[src/rtl/muldiv_sequencer.sv]
// muldiv_sequencer: multi-cycle unsigned MUL / MULHU / DIVU / REMU unit.
// One shift-add (multiply) or restoring shift-subtract (divide) iteration
// per clock, WIDTH iterations per operation. The upstream pipeline is
// frozen through `stall` while an operation is being accepted or is running;
// `done` pulses for one cycle with `result` valid, and `result` then holds
// until the next operation completes.
//
// Handshake: `start` is a request that is only honoured in IDLE when
// `flush` is low; there is no ready output -- the requester must keep the
// instruction (and start) in place while `stall` is high. A request made
// outside IDLE is dropped, not queued.

module muldiv_sequencer #(
    parameter int WIDTH = 32
) (
    input  logic             clk,
    input  logic             reset,
    input  logic             start,
    input  logic [1:0]       op,
    input  logic [WIDTH-1:0] a,
    input  logic [WIDTH-1:0] b,
    input  logic             flush,
    output logic             stall,
    output logic             busy,
    output logic             done,
    output logic [WIDTH-1:0] result,
    output logic [1:0]       dbg_state
);

    localparam int CNT_W = $clog2(WIDTH) + 1;
    localparam logic [CNT_W-1:0] LAST_CNT = CNT_W'(WIDTH - 1);

    typedef enum logic [1:0] {
        S_IDLE = 2'd0,
        S_RUN  = 2'd1,
        S_DONE = 2'd2
    } state_t;

    // Operation encodings: op[1] selects divide, op[0] selects the
    // "upper" half (high product / remainder) of the final {acc, q} pair.
    localparam logic [1:0] OP_MUL   = 2'b00;
    localparam logic [1:0] OP_MULHU = 2'b01;
    localparam logic [1:0] OP_DIVU  = 2'b10;
    localparam logic [1:0] OP_REMU  = 2'b11;

    state_t              r_state;
    state_t              w_state_next;
    logic [CNT_W-1:0]    r_cnt;
    logic [WIDTH:0]      r_acc;
    logic [WIDTH-1:0]    r_q;
    logic [WIDTH-1:0]    r_opnd_b;
    logic [1:0]          r_op;
    logic [WIDTH-1:0]    r_result;

    logic                w_accept;
    logic                w_last;

    // Multiply iteration signals.
    logic [WIDTH:0]      w_mul_sum;
    logic [WIDTH:0]      w_mul_acc;
    logic [WIDTH-1:0]    w_mul_q;

    // Divide iteration signals. The difference carries one extra bit so
    // its MSB is the borrow of the trial subtraction.
    logic [WIDTH:0]      w_div_shift;
    logic [WIDTH+1:0]    w_div_diff;
    logic                w_div_ok;
    logic [WIDTH:0]      w_div_acc;
    logic [WIDTH-1:0]    w_div_q;

    // Selected iteration outcome and the value it would publish.
    logic [WIDTH:0]      w_iter_acc;
    logic [WIDTH-1:0]    w_iter_q;
    logic [WIDTH-1:0]    w_iter_result;

    assign w_accept = (r_state == S_IDLE) && start && !flush;
    assign w_last   = (r_cnt == LAST_CNT);

    // State register.
    always_ff @(posedge clk or posedge reset) begin
        if (reset) begin
            r_state <= S_IDLE;
        end else begin
            r_state <= w_state_next;
        end
    end

    // Next-state logic; flush always returns the unit to IDLE.
    always_comb begin
        w_state_next = r_state;
        case (r_state)
            S_IDLE: begin
                if (w_accept) begin
                    w_state_next = S_RUN;
                end
            end
            S_RUN: begin
                if (flush) begin
                    w_state_next = S_IDLE;
                end else if (w_last) begin
                    w_state_next = S_DONE;
                end
            end
            S_DONE: begin
                w_state_next = S_IDLE;
            end
            default: begin
                w_state_next = S_IDLE;
            end
        endcase
    end

    // One shift-add step: conditionally add the multiplicand, then shift
    // the {acc, q} pair right so the next multiplier bit lands in q[0].
    always_comb begin
        w_mul_sum = r_acc;
        if (r_q[0]) begin
            w_mul_sum = r_acc + {1'b0, r_opnd_b};
        end
        w_mul_acc = {1'b0, w_mul_sum[WIDTH:1]};
        w_mul_q   = {w_mul_sum[0], r_q[WIDTH-1:1]};
    end

    // One restoring-division step: bring the next dividend bit into the
    // partial remainder and keep the subtraction only if it did not borrow.
    // A zero divisor never borrows, which yields all-ones quotient and the
    // dividend as remainder without any special casing.
    always_comb begin
        w_div_shift = {r_acc[WIDTH-1:0], r_q[WIDTH-1]};
        w_div_diff  = {1'b0, w_div_shift} - {2'b00, r_opnd_b};
        w_div_ok    = !w_div_diff[WIDTH+1];
        w_div_acc   = w_div_ok ? w_div_diff[WIDTH:0] : w_div_shift;
        w_div_q     = {r_q[WIDTH-2:0], w_div_ok};
    end

    // Choose the active algorithm and the half of the result to publish.
    always_comb begin
        w_iter_acc = w_mul_acc;
        w_iter_q   = w_mul_q;
        if (r_op[1]) begin
            w_iter_acc = w_div_acc;
            w_iter_q   = w_div_q;
        end
        case (r_op)
            OP_MUL:   w_iter_result = w_iter_q;
            OP_MULHU: w_iter_result = w_iter_acc[WIDTH-1:0];
            OP_DIVU:  w_iter_result = w_iter_q;
            OP_REMU:  w_iter_result = w_iter_acc[WIDTH-1:0];
            default:  w_iter_result = w_iter_q;
        endcase
    end

    // Datapath registers: capture on accept, iterate in RUN, publish the
    // result on the final iteration. A flush freezes everything in place.
    always_ff @(posedge clk or posedge reset) begin
        if (reset) begin
            r_cnt    <= '0;
            r_acc    <= '0;
            r_q      <= '0;
            r_opnd_b <= '0;
            r_op     <= 2'b00;
            r_result <= '0;
        end else begin
            case (r_state)
                S_IDLE: begin
                    if (w_accept) begin
                        r_op     <= op;
                        r_opnd_b <= b;
                        r_q      <= a;
                        r_acc    <= '0;
                        r_cnt    <= '0;
                    end
                end
                S_RUN: begin
                    if (!flush) begin
                        r_acc <= w_iter_acc;
                        r_q   <= w_iter_q;
                        r_cnt <= r_cnt + 1'b1;
                        if (w_last) begin
                            r_result <= w_iter_result;
                        end
                    end
                end
                default: begin
                end
            endcase
        end
    end

    assign stall     = w_accept || (r_state == S_RUN);
    assign busy      = (r_state == S_RUN);
    assign done      = (r_state == S_DONE) && !flush;
    assign result    = r_result;
    assign dbg_state = r_state;

endmodule
[config.mk]
export PLATFORM = sky130hd
export DESIGN_NAME = muldiv_sequencer
export DESIGN_NICKNAME = d
export VERILOG_FILES = /design/src/rtl/muldiv_sequencer.sv
export SDC_FILE = /design/constraint.sdc
export NUM_CORES = 1
export LEC_CHECK = 0
export CAP_MARGIN = 20
export CORE_UTILIZATION = 30
export DETAILED_ROUTE_END_ITERATION = 8
export PLACE_DENSITY_LB_ADDON = 0.2
export REMOVE_ABC_BUFFERS = 1
export SYNTH_ARGS = -nofsm -noshare
export SYNTH_HDL_FRONTEND = slang
export SYNTH_SLANG_ARGS = --single-unit
[constraint.sdc]
create_clock -name clk -period 4.86 [get_ports clk]
set_input_delay 0.486 -clock clk [delete_from_list [all_inputs] [get_ports clk]]
set_output_delay 0.486 -clock clk [all_outputs]
set_load 0.005 [all_outputs]
# ---- Word-level counts from Yosys, hierarchy flattened
# Index checks and enable logic that the tools add are counted.
dict set report totals {
  register_bits 139
  input_bits 70
  output_inout_bits 37
  word_cells 53
}
dict set report op_classes {
  add_sub_neg 3
  eq_ne 9
  n_mux 18
  n_bitwise 1
  reduce_logical 15
}
# op count
set op_table {}
lappend op_table {{2-to-1 mux 33 bit} 5}
lappend op_table {{case mux 32 bit (2 select lines)} 2}
lappend op_table {{2-to-1 mux 32 bit} 3}
lappend op_table {{case mux 33 bit (2 select lines)} 1}
lappend op_table {{subtractor 33 x 32 -> 34 bit} 1}
lappend op_table {{adder 33 x 32 -> 33 bit} 1}
lappend op_table {{2-to-1 mux 6 bit} 2}
lappend op_table {{case mux 6 bit (2 select lines)} 1}
lappend op_table {{adder 6 x 1 -> 6 bit (second input constant)} 1}
lappend op_table {{== test 2 bit (second input constant)} 3}
lappend op_table {{== test 6 x 5 -> 1 bit (second input constant)} 1}
lappend op_table {{2-to-1 mux 2 bit} 3}
lappend op_table {{AND reduction 3 bit} 2}
lappend op_table {{== test 2 x 1 -> 1 bit (second input constant)} 2}
lappend op_table {{zero test 2 bit} 2}
lappend op_table {{!= test 2 bit (second input constant)} 2}
lappend op_table {{case mux 2 bit (2 select lines)} 1}
lappend op_table {{AND reduction 2 bit} 2}
lappend op_table {{OR reduction 2 bit} 2}
lappend op_table {{logical AND 1 bit} 3}
lappend op_table {{!= test 3 x 2 -> 1 bit (second input constant)} 1}
lappend op_table {{zero test 1 bit} 2}
lappend op_table {{nonzero test 2 bit} 1}
lappend op_table {{logical OR 1 bit} 1}
lappend op_table {{inverter 1 bit} 1}

# ---- Logic depth before layout (Yosys ltp)
# Gate-level depths: netlist (run 1).
dict set report logic_depth {
  word_depth 5
  ltp_mapped 14
  ltp_nobuf 13
}

# ---- Worst setup path after synthesis (run 1)
# No wires, ideal clock.
dict set report synth_timing {
  kind {flip-flop to flip-flop}
  from {reg r_opnd_b[1]}
  to {reg r_result[24], in the netlist result[24]}
  setup_time_ps 126
  t_arrival_ps 2697
  required_ps 4734
  slack_ps 2037
  stages_incl_launch_ff 13
  n_path_buf 1
  synth_period_minus_slack_ps 2823
  cell_sequence {dfrtp_1 -> inv_1 -> ha_1 -> nor2b_1 -> o2111ai_1 -> or4bb_1 -> nand3_1 -> a21oi_4 -> o32a_2 -> buf_6 -> o311ai_1 -> a32oi_1 -> a221o_1}
}
dict set report synth_between {
  elab_chain_len 4
  word_cells_on_any_way 6
  classes_between {2 x add/sub; 4 x mux}
}
# item line_no
set synth_rtl {}
lappend synth_rtl {{from (decl)} 51} ;# logic [WIDTH-1:0] r_opnd_b;
lappend synth_rtl {{from (signal assigned)} 160} ;# r_opnd_b <= '0;
lappend synth_rtl {{from (signal assigned)} 168} ;# r_opnd_b <= b;
lappend synth_rtl {{adder 33 x 32 -> 33 bit or subtractor 33 x 32 -> 34 bit (tied branches)} {118, 130}}
lappend synth_rtl {{2-to-1 mux 33 bit, on equally long branches} {117, 132}}
lappend synth_rtl {{2-to-1 mux 33 bit (*)} 140} ;# if (r_op[1]) begin
lappend synth_rtl {{case mux 32 bit (2 select lines) (*)} 144} ;# case (r_op)
lappend synth_rtl {{to (signal assigned)} 180} ;# r_result <= w_iter_result;
lappend synth_rtl {{to (decl)} 53} ;# logic [WIDTH-1:0] r_result;
# Every way passes the cells marked *; elsewhere a longest branch is shown, timed or not.
# A chain may end at the register's enable or synchronous reset.

# ---- Worst setup path after layout (run 1)
dict set report layout_timing {
  from {reg r_acc[0]}
  to {reg r_acc[31]}
}
dict set report layout_between {
  elab_chain_len 5
  word_cells_on_any_way 7
  classes_between {2 x add/sub; 5 x mux}
}
# item line_no
set layout_rtl {}
lappend layout_rtl {{from (decl)} 49} ;# logic [WIDTH:0] r_acc;
lappend layout_rtl {{from (signal assigned)} 176} ;# r_acc <= w_iter_acc;
lappend layout_rtl {{adder 33 x 32 -> 33 bit or subtractor 33 x 32 -> 34 bit (tied branches)} {118, 130}}
lappend layout_rtl {{2-to-1 mux 33 bit, on equally long branches} {117, 132}}
lappend layout_rtl {{2-to-1 mux 33 bit (*)} 140}
lappend layout_rtl {{2-to-1 mux 33 bit (*)} 175} ;# if (!flush) begin
lappend layout_rtl {{case mux 33 bit (2 select lines) (*)} 164} ;# case (r_state)
# Every way passes the cells marked *; elsewhere a longest branch is shown, timed or not. The select of a mux whose other input is x is not followed.

==> results of run 1 <==
## layout by cell type, fill, tap and decap left out, types with 8 or more instances in the layout
cell               n
a211oi_1          25
a21o_1            32
a21oi_1          119
a221o_1            8
a22o_1            20
a31oi_1           10
and3_1             9
buf_4             14
clkbuf_16         17
clkdlybuf4s50_1  106
dfrtp_1          138
ha_1              65
inv_1             59
mux2i_1           40
nand2_1          159
nand3_1           18
nand4_1           14
nor2_1            84
nor2b_1           11
nor3_1            37
o211ai_1          11
o21a_1            10
o21ai_0          101
o21bai_1          10
o221a_2           15
o22ai_1           12
o31ai_1           16
xnor2_1           30
xor2_1            20
## metal layers
metal	track usage	vias up	share of wire
met3	0.0258	32	0.049
met1	0.298	4826	0.48
met2	0.332	290	0.45
met4	0.0707	0	0.020
met5	0	-	0
li1	-	4732	-
## power by group
| part | internal [mW] | total [mW] | switching, mW |
|---|---|---|---|
| logic | 1.67 | 4.25 | 2.59 |
| clock network | 0.770 | 1.36 | 0.585 |
| registers | 1.40 | 1.76 | 0.358 |
## per-stage QoR
| step | hold slack (ps) | instance area, um2 | cells |
|---|---|---|---|
| 2_1_floorplan | 465 | 10200 | 1184 |
| 3_3_place_gp | 495 | 12000 | 1759 |
| 3_5_place_dp | 494 | 12000 | 1759 |
| 4_1_cts | 508 | 12500 | 1791 |
| 5_1_grt | 528 | 12500 | 1791 |
| 6_report | 503 | 12500 | 1791 |
## cell type report
type                            instances  area share
Clock inverter                         13      0.0127
Sequential cell                       139       0.278
Multi-Input combinational cell        985       0.519
Tap cell                              455      0.0454
Timing Repair Buffer                  120      0.0930
Inverter                               60      0.0184
Clock buffer                           19      0.0345
## final timing paths
| check | startpoint | endpoint | slack, ps | depth (start not counted) |
|---|---|---|---|---|
| hold reg to reg | result[6] | result[6] | 500 | 2 |
| hold / removal | result[6] | result[6] | 500 | 2 |
| setup / recovery | r_acc[0] | r_acc[31] | 1230 | 12 |
| max in group asynchronous | reset | result[28] | 3240 | 3 |
| min in group asynchronous | reset | r_q[4] | 630 | 2 |
| setup reg to reg | r_acc[0] | r_acc[31] | 1230 | 12 |
## registers in the layout, indices dropped and copies added (netlist names)
signal     flops
r_cnt          6
r_op           2
r_acc         33
r_opnd_b      32
r_q           32
result        32
dbg_state      2
## worst max-delay path: stages (launching register included)
cell and delay [ps]:
dfrtp_1 430, ha_1 280, fa_1 440, a211oi_1 250, nor2_1 150, o211ai_1 350
a21o_1 350, o31a_1 320, o21ai_0 130, nand2_1 110, xor2_1 80, o22ai_1 470
a22o_1 210
## kinds of logic (layout without fill, tap and decap cells)
kind of cell / Yosys count / count (layout) / synth area share
AND/OR/NAND/NOR: 372 / 372 / 0.162
AO/OA/AOI/OAI: 451 / 451 / 0.289
buffers and inverters: 131 / 212 / 0.0492
adder cells (fa/ha/maj): 67 / 67 / 0.0815
XOR/XNOR: 50 / 50 / 0.0418
flip-flops: 139 / 139 / 0.332
multiplexers: 45 / 45 / 0.0436
==> results.yml, run 1 <==
floorplan:
  start_util: 0.304
  die_x_um: 189
  core.rowCount: 68
  ios: 107
  core_area_um2: 34500
  die_h_um: 189
  die-area_um2: 35700
global_routing:
  grt_max_degree: 101
  antenna_found_initial: 1
  grt_use_total: 0.211
  gr-total-overflow: 0
  grt_pass1_wl_um: 57600
  grt_pass1_vias: 9630
timing:
  hold_violations: 0
  slew_viol_final: 0
  finalCriticalPeriod_ps: 3630
  tightest_slew_ps: 1090
  rsz0062_at_grt: "no"
  skew_ps: 12.3
  relSlewSlack: 0.269
  report.final.setup_viol: 0
  finalSetupTns_ps: 0
  fin_crit_sh: 0.747
  fin_ws_ps: 1230
  fmaxAchievable_ghz: 0.275
final_layout:
  regArea_um2: 3480
  n_fill_cell: 3608
  drive_above_1_share: 0.0741
  fin_util: 0.364
  area_delta_synth_final_pct: 19.8
  diodes: 0
  nets: 1460
  multi_input_area_um2: 6500
setup_path:
  worst_ep_required_time_ps: 5230
  critPathCaptureType: "flop"
  path_class: "reg2reg"
  crit_fanout: 5
  cp-start-kind: "flop"
  worst-endpoint-arrival_ps: 4010
logic_synthesis:
  yosys-top-cells-area: "dfrtp_1, ha_1, nand2_1"
  synthFlopType: "dfrtp_1"
  yosysSeqAreaShare: 0.332
  yosysMostFrequentCell: "nand2_1"
  synth_edf_count: 0
  synth_area_um2: 10500
  postSynthAreaPerCell_um2: 8.35
  synth_seq_cells: 139
  synth_common_cells: "nand2_1, dfrtp_1, a21oi_1"
  ys.warnings.count: 0
  synthArstFlopShare: 1.00
  yosysTopAreaCell: "dfrtp_1"
  netlist.area_leader.share: 0.332
  syn-instance-count: 1255
  synth_cell_type_count: 82
placed_design:
  gp_congestion: 0.934
  dp_slack_ps: 1270
  dp_hpwl_um: 27100
  portBuffers: 106
clocking:
  ctsHoldBuffers: 0
  cts.path.max_buffers: 2
  cts_resized: 0
  cts_setup_buffers: 0
  numClockSinks: 139
  clk_pin_slew_ps: 70
  clk_latency_ps: 450
  numCtsBuffers: 17
  h-tree-depth: 4
  cts-root-buf: "clkbuf_16"
  cts_tree: "yes"
pwr:
  p_total_mw: 7.37
  peakVddDrop_mv: 0.286
  power.density_nw_per_um2: 588
  leakagePower_nw: 5.43
route:
  antenna_left: 0
  wl_um: 37200
  drt_iter0_markers: 787
  dr.pass1.iters: 5
  via_count: 9880
  drc: 0
  wl_per_cell_um: 20.8
  viasPerCell: 5.52
min_path:
  hp-class: "reg2reg"
flow_run:
  drv_cap: 0
run_status:
  status: "finished, final reports clean"
Power figures use the tool's default switching activity.
==> inputs of run 2 (changes only) <==
Clock period 4.86 ns to 3.8 ns, I/O delays scaled along.
==> results.yml, run 2 (same netlist as run 1, synthesis figures left out) <==
floorplan:
  core_area_um2: 34500
  ios: 107
  core.rowCount: 68
  die-area_um2: 35700
  die_h_um: 189
  start_util: 0.304
  die_x_um: 189
setup_path:
  crit_buf_inv: 1
  cp_slowest_cell: "nor4_1"
  path_class: "reg2reg"
  crit_family: "compound AO/OA/AOI/OAI gates"
  cp_slowest_stage_delay_ps: 500
  critPathCaptureType: "flop"
  rrSetupSlack_ps: 290
  crit_chain: "inv_1 -> ha_1 -> nand4_1 -> nor4_1 -> nand3_1 -> a21oi_4 -> o32a_2 -> o311ai_1 -> a32oi_1 -> a221o_1"
  worst_ep_required_time_ps: 4180
  worst-endpoint-arrival_ps: 3890
  cp-start-kind: "flop"
  crit_fanout: 12
final_layout:
  drive_above_1_share: 0.0919
  diodes: 0
  area_delta_synth_final_pct: 22.5
  final_cell_mix: "nand2_1, dfrtp_1, a21oi_1"
  final_common_cell: "nand2_1"
  top_register: "r_acc"
  fin_area_um2: 12800
  nets: 1484
  largest_reg_flops: 33
pwr:
  p_total_mw: 9.81
  peakVddDrop_mv: 0.350
  power.density_nw_per_um2: 765
  leakagePower_nw: 5.60
global_routing:
  grt_max_degree: 71
  met1_usage: 0.301
  met2_usage: 0.346
  gr-total-overflow: 0
  grt_pass1_vias: 9706
  grt_pass1_wl_um: 58900
  antenna_found_initial: 0
  grt_use_total: 0.218
  grt.busiest_layer: "met2"
  met3_usage: 0.0339
route:
  drc: 0
  wl_per_cell_um: 21.2
  antenna_left: 0
  drt_iter0_markers: 766
  wl_um: 38400
  via_count: 9983
  viasPerCell: 5.50
  dr.pass1.iters: 5
placed_design:
  placed_cell_area_um2: 12200
  dp_hpwl_um: 28200
  gp_congestion: 0.909
  portBuffers: 106
timing:
  skew_ps: 19.5
  fmaxAchievable_ghz: 0.285
  tightest_slew_ps: 898
  relSlewSlack: 0.400
  rsz0062_at_grt: "no"
  fin_crit_sh: 0.923
  finalSetupTns_ps: 0
  hold_violations: 0
  finalCriticalPeriod_ps: 3510
  slew_viol_final: 0
  report.final.setup_viol: 0
clocking:
  clk_latency_ps: 450
  ctsHoldBuffers: 0
  cts_resized: 0
  cts_setup_buffers: 0
  clk_pin_slew_ps: 70
  cts-root-buf: "clkbuf_16"
  cts_tree: "yes"
  h-tree-depth: 4
  numCtsBuffers: 17
  cts.path.max_buffers: 2
  numClockSinks: 139
flow_run:
  drv_cap: 0
run_status:
  status: "finished, final reports clean"
min_path:
  hp-class: "in2async"
-- run 2: cell types whose count changed in the layout (fill, tap and decap cells not counted), moves of 2 or more --
| cell | previous run | this run |
|---|---|---|
| clkinv_2 | 0 | 3 |
| clkbuf_1 | 2 | 0 |
| inv_8 | 2 | 0 |
| buf_4 | 14 | 33 |
| buf_12 | 0 | 5 |
| bufinv_16 | 2 | 4 |
-- run 2: cell type report --
class,instances,area (um2)
multi-input combinational,985,6500
clock inverter,14,194
sequential,139,3480
clock buffer,18,439
tap,455,569
fill,3573,21600
timing repair buffer,144,1410
inverter,60,230
-- run 2: report_power, final --
part	internal [mW]	switching, mW	leakage, nW	total (mW)
Combinational	2.33	3.40	3.51	5.73
Clock	1.12	0.723	0.307	1.84
Sequential	1.79	0.451	1.78	2.25
-- run 2: worst reg2reg max path, cell delays in order (launching register included) --
cell and delay, ps:
dfrtp_1 380, inv_1 80, ha_1 440, nand4_1 210
nor4_1 500, nand3_1 240, a21oi_4 250, o32a_2 480
o311ai_1 190, a32oi_1 460, a221o_1 210
-- run 2: final timing paths --
check | from | endpoint | depth (start not counted)
setup reg to reg | r_opnd_b[19] | result[24] | 10
max in group asynchronous | reset | r_opnd_b[8] | 3
setup / recovery | r_opnd_b[19] | result[24] | 10
hold / removal | reset | r_q[27] | 2
hold reg to reg | result[21] | result[21] | 1
min in group clk | op[0] | r_op[0] | 3
-- run 2: routing by layer --
layer,routed length (um),vias to the layer above
li1,-,4785
met1,18100,4851
met2,17600,308
met3,1850,39
met4,840,0
met5,0,-
-- run 2: stage by stage --
step	setup WS [ps]	hold WS (ps)	std cells	util
floorplan	-4990	465	1184	-
global placement	391	492	1783	0.354
detailed placement	367	477	1783	0.354
CTS	324	434	1815	0.372
global route	137	471	1815	0.372
finish	291	418	1815	0.372
